--- config.mk ---
export PLATFORM = sky130hd
export DESIGN_NAME = vga_sync_gen_flat
export DESIGN_NICKNAME = d
export VERILOG_FILES = /design/src/rtl/vga_sync_if.sv /design/src/rtl/vga_sync_gen.sv /design/src/flat_wrapper.sv
export SDC_FILE = /design/constraint.sdc
export NUM_CORES = 1
export LEC_CHECK = 0
export ABC_AREA = 1
export CAP_MARGIN = 20
export CORE_MARGIN = 4
export CORE_UTILIZATION = 48
export DETAILED_ROUTE_END_ITERATION = 8
export GPL_TIMING_DRIVEN = 1
export PLACE_DENSITY = 0.75
export SETUP_SLACK_MARGIN = 0.4
export SKIP_CTS_REPAIR_TIMING = 1
export SLEW_MARGIN = 20
export SYNTH_ARGS = -nofsm -noshare
export SYNTH_HDL_FRONTEND = slang
export SYNTH_SLANG_ARGS = --single-unit
--- constraint.sdc ---
create_clock -name clk -period 1.62 [get_ports clk]
set_input_delay 0.243 -clock clk [delete_from_list [all_inputs] [get_ports clk]]
set_output_delay 0.243 -clock clk [all_outputs]
set_load 0.02 [all_outputs]
--- src/rtl/vga_sync_if.sv ---
// vga_sync_if -- timing bundle produced by vga_sync_gen.
//   hc, vc       : pixel / line counters (11 bit)
//   vidon        : (hc,vc) is inside the visible area
//   hsync, vsync : active-low sync pulses
//   pix_tick     : one-clk pulse on each pixel advance
//   frame_start  : one-clk pulse after (hc,vc) wraps to (0,0)
// master = generator side, slave = consumer side.
interface vga_sync_if;
  logic [10:0] hc;
  logic [10:0] vc;
  logic        vidon;
  logic        hsync;
  logic        vsync;
  logic        pix_tick;
  logic        frame_start;

  modport master (output hc, vc, vidon, hsync, vsync, pix_tick, frame_start);
  modport slave  (input  hc, vc, vidon, hsync, vsync, pix_tick, frame_start);
endinterface

--- src/rtl/vga_sync_gen.sv ---
// vga_sync_gen -- VGA raster timing generator.
//   clk   : system clock, all state changes on the rising edge
//   rst_n : asynchronous active-low reset
//   vga   : vga_sync_if.master carrying counters, blanking, syncs, ticks
// A clock divider produces pix_tick every CLK_DIV clocks. On each tick the
// pixel/line counters advance, and vidon/hsync/vsync are registered from the
// *next* counter values so they never lag the counters.
module vga_sync_gen #(
  parameter int CLK_DIV = 4,
  parameter int H_VIS   = 640,
  parameter int H_FP    = 16,
  parameter int H_SYNC  = 96,
  parameter int H_BP    = 48,
  parameter int V_VIS   = 480,
  parameter int V_FP    = 10,
  parameter int V_SYNC  = 2,
  parameter int V_BP    = 33
) (
  input  logic   clk,
  input  logic   rst_n,
  vga_sync_if.master vga
);

  localparam int H_TOTAL = H_VIS + H_FP + H_SYNC + H_BP;
  localparam int V_TOTAL = V_VIS + V_FP + V_SYNC + V_BP;

  localparam logic [10:0] HT_M1 = 11'(H_TOTAL - 1);
  localparam logic [10:0] VT_M1 = 11'(V_TOTAL - 1);
  localparam logic [10:0] H_VE  = 11'(H_VIS);
  localparam logic [10:0] V_VE  = 11'(V_VIS);
  localparam logic [10:0] HS_B  = 11'(H_VIS + H_FP);
  localparam logic [10:0] HS_E  = 11'(H_VIS + H_FP + H_SYNC);
  localparam logic [10:0] VS_B  = 11'(V_VIS + V_FP);
  localparam logic [10:0] VS_E  = 11'(V_VIS + V_FP + V_SYNC);

  localparam int DW = (CLK_DIV > 1) ? $clog2(CLK_DIV) : 1;
  localparam logic [DW-1:0] DIV_M1 = DW'(CLK_DIV - 1);

  logic [DW-1:0] div;
  logic          tick;
  logic [10:0]   hc, vc, hc_nxt, vc_nxt;
  logic          hc_wrap, vc_wrap;
  logic          vidon, hsync, vsync, fstart;

  // Gated by rst_n so that CLK_DIV=1 (div stuck at 0) still reads 0 in reset.
  assign tick = rst_n && (div == DIV_M1);

  always_ff @(posedge clk or negedge rst_n) begin
    if (!rst_n)             div <= '0;
    else if (div >= DIV_M1) div <= '0;
    else                    div <= div + DW'(1);
  end

  // >= rather than == keeps the counters bounded for any totals.
  assign hc_wrap = (hc >= HT_M1);
  assign vc_wrap = (vc >= VT_M1);
  assign hc_nxt  = hc_wrap ? 11'd0 : hc + 11'd1;
  assign vc_nxt  = !hc_wrap ? vc : (vc_wrap ? 11'd0 : vc + 11'd1);

  always_ff @(posedge clk or negedge rst_n) begin
    if (!rst_n) begin
      hc     <= '0;
      vc     <= '0;
      vidon  <= 1'b0;
      hsync  <= 1'b1;
      vsync  <= 1'b1;
      fstart <= 1'b0;
    end else begin
      fstart <= tick && hc_wrap && vc_wrap;
      if (tick) begin
        hc    <= hc_nxt;
        vc    <= vc_nxt;
        // decoded from the next values: zero skew against hc/vc
        vidon <= (hc_nxt < H_VE) && (vc_nxt < V_VE);
        hsync <= !((hc_nxt >= HS_B) && (hc_nxt < HS_E));
        vsync <= !((vc_nxt >= VS_B) && (vc_nxt < VS_E));
      end
    end
  end

  assign vga.hc          = hc;
  assign vga.vc          = vc;
  assign vga.vidon       = vidon;
  assign vga.hsync       = hsync;
  assign vga.vsync       = vsync;
  assign vga.pix_tick    = tick;
  assign vga.frame_start = fstart;

endmodule

--- src/flat_wrapper.sv ---
// flat-port wrapper written by rule: the top's interface ports become plain ports
module vga_sync_gen_flat 
#(
  parameter int CLK_DIV = 4,
  parameter int H_VIS   = 640,
  parameter int H_FP    = 16,
  parameter int H_SYNC  = 96,
  parameter int H_BP    = 48,
  parameter int V_VIS   = 480,
  parameter int V_FP    = 10,
  parameter int V_SYNC  = 2,
  parameter int V_BP    = 33
)
  (clk, rst_n, vga_hc, vga_vc, vga_vidon, vga_hsync, vga_vsync, vga_pix_tick, vga_frame_start);
  vga_sync_if vga_i ();
  input  logic clk;
  input  logic rst_n;
  output wire logic [$bits(vga_i.hc)-1:0] vga_hc;
  output wire logic [$bits(vga_i.vc)-1:0] vga_vc;
  output wire logic [$bits(vga_i.vidon)-1:0] vga_vidon;
  output wire logic [$bits(vga_i.hsync)-1:0] vga_hsync;
  output wire logic [$bits(vga_i.vsync)-1:0] vga_vsync;
  output wire logic [$bits(vga_i.pix_tick)-1:0] vga_pix_tick;
  output wire logic [$bits(vga_i.frame_start)-1:0] vga_frame_start;
  assign vga_hc = vga_i.hc;
  assign vga_vc = vga_i.vc;
  assign vga_vidon = vga_i.vidon;
  assign vga_hsync = vga_i.hsync;
  assign vga_vsync = vga_i.vsync;
  assign vga_pix_tick = vga_i.pix_tick;
  assign vga_frame_start = vga_i.frame_start;
  vga_sync_gen #(.CLK_DIV(CLK_DIV), .H_VIS(H_VIS), .H_FP(H_FP), .H_SYNC(H_SYNC), .H_BP(H_BP), .V_VIS(V_VIS), .V_FP(V_FP), .V_SYNC(V_SYNC), .V_BP(V_BP)) u_core (.clk(clk), .rst_n(rst_n), .vga(vga_i));
endmodule
Word level (Yosys, flattened, before mapping):

Cells that the tools add are included.

* $add $sub $neg: 3
* order comparisons: 9
* equal/unequal tests: 1
* multiplexer cells: 4
* reductions and logical operators: 8

Operators with widths (number)
* 11-bit by 10-bit greater-or-equal comparator with 1-bit output, second input constant: 3
* 11-bit 2-to-1 mux: 3
* 11-bit by 1-bit adder with 11-bit output, second input constant: 2
* 11-bit by 10-bit < comparator with 1-bit output, second input constant: 2
* 11-bit by 9-bit < comparator with 1-bit output, second input constant: 2
* 11-bit by 9-bit greater-or-equal comparator with 1-bit output, second input constant: 1
* 1-bit logical AND: 6
* 2-bit by 1-bit adder with 2-bit output, second input constant: 1
* 2-bit equality test, second input constant: 1
* 2-bit greater-or-equal comparator, second input constant: 1
* 1-bit zero test: 2
* 2-bit 2-to-1 mux: 1

* register bits after elaboration: 28
* input bits: 2
* output and inout port bits: 27
* word-level logic and storage cells: 32

Logic depth before layout (Yosys ltp):

* depth after elaboration: 6
* gate-level depth with buffers: 15
* gate-level depth less buffers: 14

Least setup slack after synthesis:

No wires, ideal clock.

* path type: register to register
* start point: reg u_core.hc[0], in the netlist u_core.vga.hc[0]
* end point: reg u_core.vidon, in the netlist u_core.vga.vidon
* library setup time: 0.126 ns
* arrival time: 1.682 ns
* data required time: 1.494 ns
* slack: -0.188 ns
* stages on the path, launching flop included: 15
* buffers on the path: 1
* clock period less this slack: 1.808 ns
* path through: dfrtp_1 > ha_1 > nand2_1 > inv_2 > nand2_2 > nand2_2 > nand2_2 > nand3_4 > buf_12 > nand2_1 > nand2_2 > nor2_2 > nand2_1 > nand2_1 > o21ai_2

* word-level cells in the longest chain between the ends: 4
* elaborated cells between the ends (all ways): 7
* those cells by class: add/sub (1); order compare (3); mux (2); reduce/logical (1)

Ends and longest elaborated chain
* start: declaration: line vga_sync_gen.sv:41 `logic [10:0] hc, vc, hc_nxt, vc_nxt;`
* start signal: assignment: line vga_sync_gen.sv:71 `hc <= hc_nxt;`
* 11-bit by 1-bit adder with 11-bit output or 11-bit by 10-bit greater-or-equal comparator with 1-bit output (tied branches): line vga_sync_gen.sv:57, vga_sync_gen.sv:55
* 11-bit 2-to-1 mux (on tied branches): line vga_sync_gen.sv:57, vga_sync_gen.sv:58
* 11-bit by 10-bit < comparator with 1-bit output or 11-bit by 9-bit < comparator with 1-bit output (tied branches): line vga_sync_gen.sv:74 `vidon <= (hc_nxt < H_VE) && (vc_nxt < V_VE);`
* 1-bit logical AND *: line vga_sync_gen.sv:74
* end signal: assignment: line vga_sync_gen.sv:74
* end: declaration: line vga_sync_gen.sv:43 `logic vidon, hsync, vsync, fstart;`

Every way passes the cells marked *; elsewhere a longest branch is shown, timed or not.
A chain may end at the register's enable or synchronous reset.

Worst setup path in the final report:

* start point: reg u_core.hc[1], in the netlist u_core.vga.hc[1]
* end point: reg u_core.vsync, in the netlist u_core.vga.vsync

* word-level cells in the longest chain between the ends: 5
* elaborated cells between the ends (all ways): 6
* those cells by class: order compare (3); mux (1); reduce/logical (2)

Ends and longest elaborated chain
* 11-bit by 10-bit greater-or-equal comparator with 1-bit output *: line vga_sync_gen.sv:55 `assign hc_wrap = (hc >= HT_M1);`
* 11-bit 2-to-1 mux *: line vga_sync_gen.sv:58 `assign vc_nxt = !hc_wrap ? vc : (vc_wrap ? 11'd0 : vc + 11'd1);`
* 11-bit by 9-bit greater-or-equal comparator with 1-bit output or 11-bit by 9-bit < comparator with 1-bit output (tied branches): line vga_sync_gen.sv:76 `vsync <= !((vc_nxt >= VS_B) && (vc_nxt < VS_E));`
* 1-bit logical AND *: line vga_sync_gen.sv:76
* 1-bit zero test *: line vga_sync_gen.sv:76
* end signal: assignment: line vga_sync_gen.sv:76
* end: declaration: line vga_sync_gen.sv:43

Marked as above.

==> run summary <==
Post-synth cell types: 34
Core footprint: 0.00369 mm^2
Max clock buf depth: 2
Fraction of power consumed by sequential logic: 36.1%
Port Buffers: 28
Worst vdd ir: 0.000600 V
PwrDens: 815 mW/mm^2
Multi-input gate area: 0.00124 mm^2
Root buf cell: clkbuf_8
Status: finished, violations left
Layout area overhead: 64.1%
Die width: 69.9 um
Post-layout instance area: 0.00302 mm^2
Internal power: 0.00151 W
Psw: 0.000951 W
CP required: 1.85 ns
Storage cell area: 712 um^2
Comb pwr share: 47.0%
Synthesized instance count: 245
Share of cells above drive strength 1: 50.3%
Clk pwr share: 17.0%
Final net count: 341
Relative max-transition margin: 74.6%
# setup viols final: 10
CTS sink cnt: 28
Critical Path Start Type: flop
I/O pin count: 29
Syn_nets: 251
Filler cells: 211
Period minus WS final: 1.88 ns
Failing checks: setup timing
Largest net degree at the start of global routing: 29
DP Area: 0.00255 mm^2
GPL Wtd Cong: 0.957
Critical R2R Launch: u_core.vga.hc[1]
Most common cell after layout, fill and taps aside: nand2_1
Placed cells: 364
Drt initial violations: 245
CTS tree: built
Detailed-route wire length per cell: 17.0 um
Pre-CTS setup slack: -0.169 ns
Synthesized cell area: 0.00184 mm^2
Row count: 22
GRT Util Overall: 21.7%
Die height: 69.9 um
Worst Setup Slack, final: -0.258 ns
Total grt overflow: 0
Synth Area per Inst: 7.52 um^2
Initial DRT Pass Iterations: 6
Initial antenna violation count: 0
Worst Setup SP: u_core.vga.hc[1]
Die Area: 0.00489 mm^2
Post-route ant nets: 0
Hold Vio Cnt, Final: 0
Fin. max-slew vios: 0
MaxCap Viol Count: 0
#FFs+latches synth: 28
Most frequent cells in the layout: nand2_1 (51), buf_4 (42), buf_6 (39)
Via-per-instance ratio: 5.66
Diode count: 0
Switching Fraction: 38.6%
Starting Density: 49.9%
Clk_lat worst skew: 0.29 ns
Worst Hold Class: input port to asynchronous set/reset pin
Vias in the first global route: 1886
Worst Clk Skew: 0.00621 ns
RSZ-0062 raised after global routing: true
Worst-margin pin slew: 0.380 ns
First-pass GRT wire length: 8700 um
Period utilization: 116%
CP Capture Type: flop
Critical Path Fanout Max: 8
FMAX: 532 MHz
Final wirelength: 6500 um
CTS clk-pin slew, worst paths: 0.10 ns
Routed vias: 2164
Cell Count, Final, Fillers Out: 382
YS warnings: 0
Final Util: 82.0%
Seq/Total Area, Yosys: 38.2%
Lkg Pwr: 1.53 nW
DRC viols: 0
CP Data Arrival Time: 2.11 ns
Max H-tree Level: 1
DP HPWL: 3770 um
CTS Buf Count: 3
Critical path class: flop to flop
critical path: stages (launching register included):
cell     delay (ns)
dfrtp_2        0.40
buf_6          0.12
nand2_4        0.05
nor3_4         0.24
nand2_4        0.13
buf_6          0.17
nand4_1        0.12
nand2_1        0.07
nor2_1         0.16
nand3_1        0.15
nor2_1         0.14
nor2_1         0.06
registers in the layout, summed over array words and instances, names as in the netlist:
| name | cells |
|---|---|
| u_core.div | 2 |
| u_core.vga.frame_start | 1 |
| u_core.vga.hc | 11 |
| u_core.vga.hsync | 1 |
| u_core.vga.vc | 11 |
| u_core.vga.vidon | 1 |
| u_core.vga.vsync | 1 |
layer usage:
layer	share of wire (%)	global-route usage [%]	vias up
met5	0	0	-
met4	3.5	8.94	0
met3	8.1	3.45	30
met2	50	33.3	143
met1	39	30.4	1015
li1	-	-	976
kinds of logic after synthesis:
logic type	count (synthesis)	synth area share (%)
AO/OA/AOI/OAI	31	10.3
adder cells (fa/ha/maj)	4	2.72
buffers and inverters	38	9.99
AND/OR/NAND/NOR	139	36.5
XOR/XNOR	5	2.38
flip-flops	28	38.2
power groups by stage:
stage / registers (W) / clock network [W] / logic [W]
finish: 0.000888 / 0.000418 / 0.00116
global placement: 0.000874 / 0 / 0.000937
CTS: 0.000865 / 0.000425 / 0.000956
floorplan: 0.00103 / 0 / 0.000331
detailed placement: 0.000880 / 0 / 0.000950
global route: 0.000900 / 0.000458 / 0.00125
synth_stat cells, drive strengths merged:
cell type	n	area (um^2)
nor3b	1	7.51
o21bai	1	7.51
dfstp	2	52.6
or2	1	6.26
a21oi	3	15.0
o31ai	3	22.5
nand4	6	37.5
buf	4	53.8
inv	31	119
nand2	73	312
a31oi	3	18.8
o21ai	18	105
nor2	31	126
nor3	3	37.5
clkinv	1	3.75
dfrtp	26	651
xnor2	2	17.5
a211oi	1	7.51
xor2	3	26.3
ha	4	50.1
nand3	24	145
o22ai	2	12.5
clkbuf	2	7.51
per-stage QoR:
stage          power [W]  setup TNS [ns]  hold WS, ns
2_1_floorplan    0.00136          -0.139      -0.0526
3_3_place_gp     0.00181          -0.457        0.419
3_5_place_dp     0.00183           -1.01        0.425
4_1_cts          0.00225           -2.02        0.414
5_1_grt          0.00261           -1.84        0.429
6_report         0.00246          -0.828        0.405
layout make-up:
| type | instances | area share (%) |
|---|---|---|
| flip-flops and latches | 28 | 23.6 |
| inverters | 32 | 4.47 |
| well taps | 48 | 1.99 |
| clock buffers | 4 | 1.49 |
| multi-input cells | 181 | 41.1 |
| repair buffers | 89 | 27.4 |
path summary, 6_finish.rpt:
| kind | to | slack (ns) | depth (start not counted) |
|---|---|---|---|
| worst min register to register | u_core.div[0] | 0.44 | 1 |
| worst max register to register | u_core.vga.vsync | -0.26 | 11 |
| worst max-delay path | u_core.vga.vsync | -0.26 | 11 |
| max in group asynchronous | u_core.vga.hsync | 0.89 | 2 |
| worst min-delay path | u_core.vga.hc[2] | 0.40 | 2 |
| min in group clk | u_core.div[0] | 0.44 | 1 |
Power figures use the tool's default switching activity.
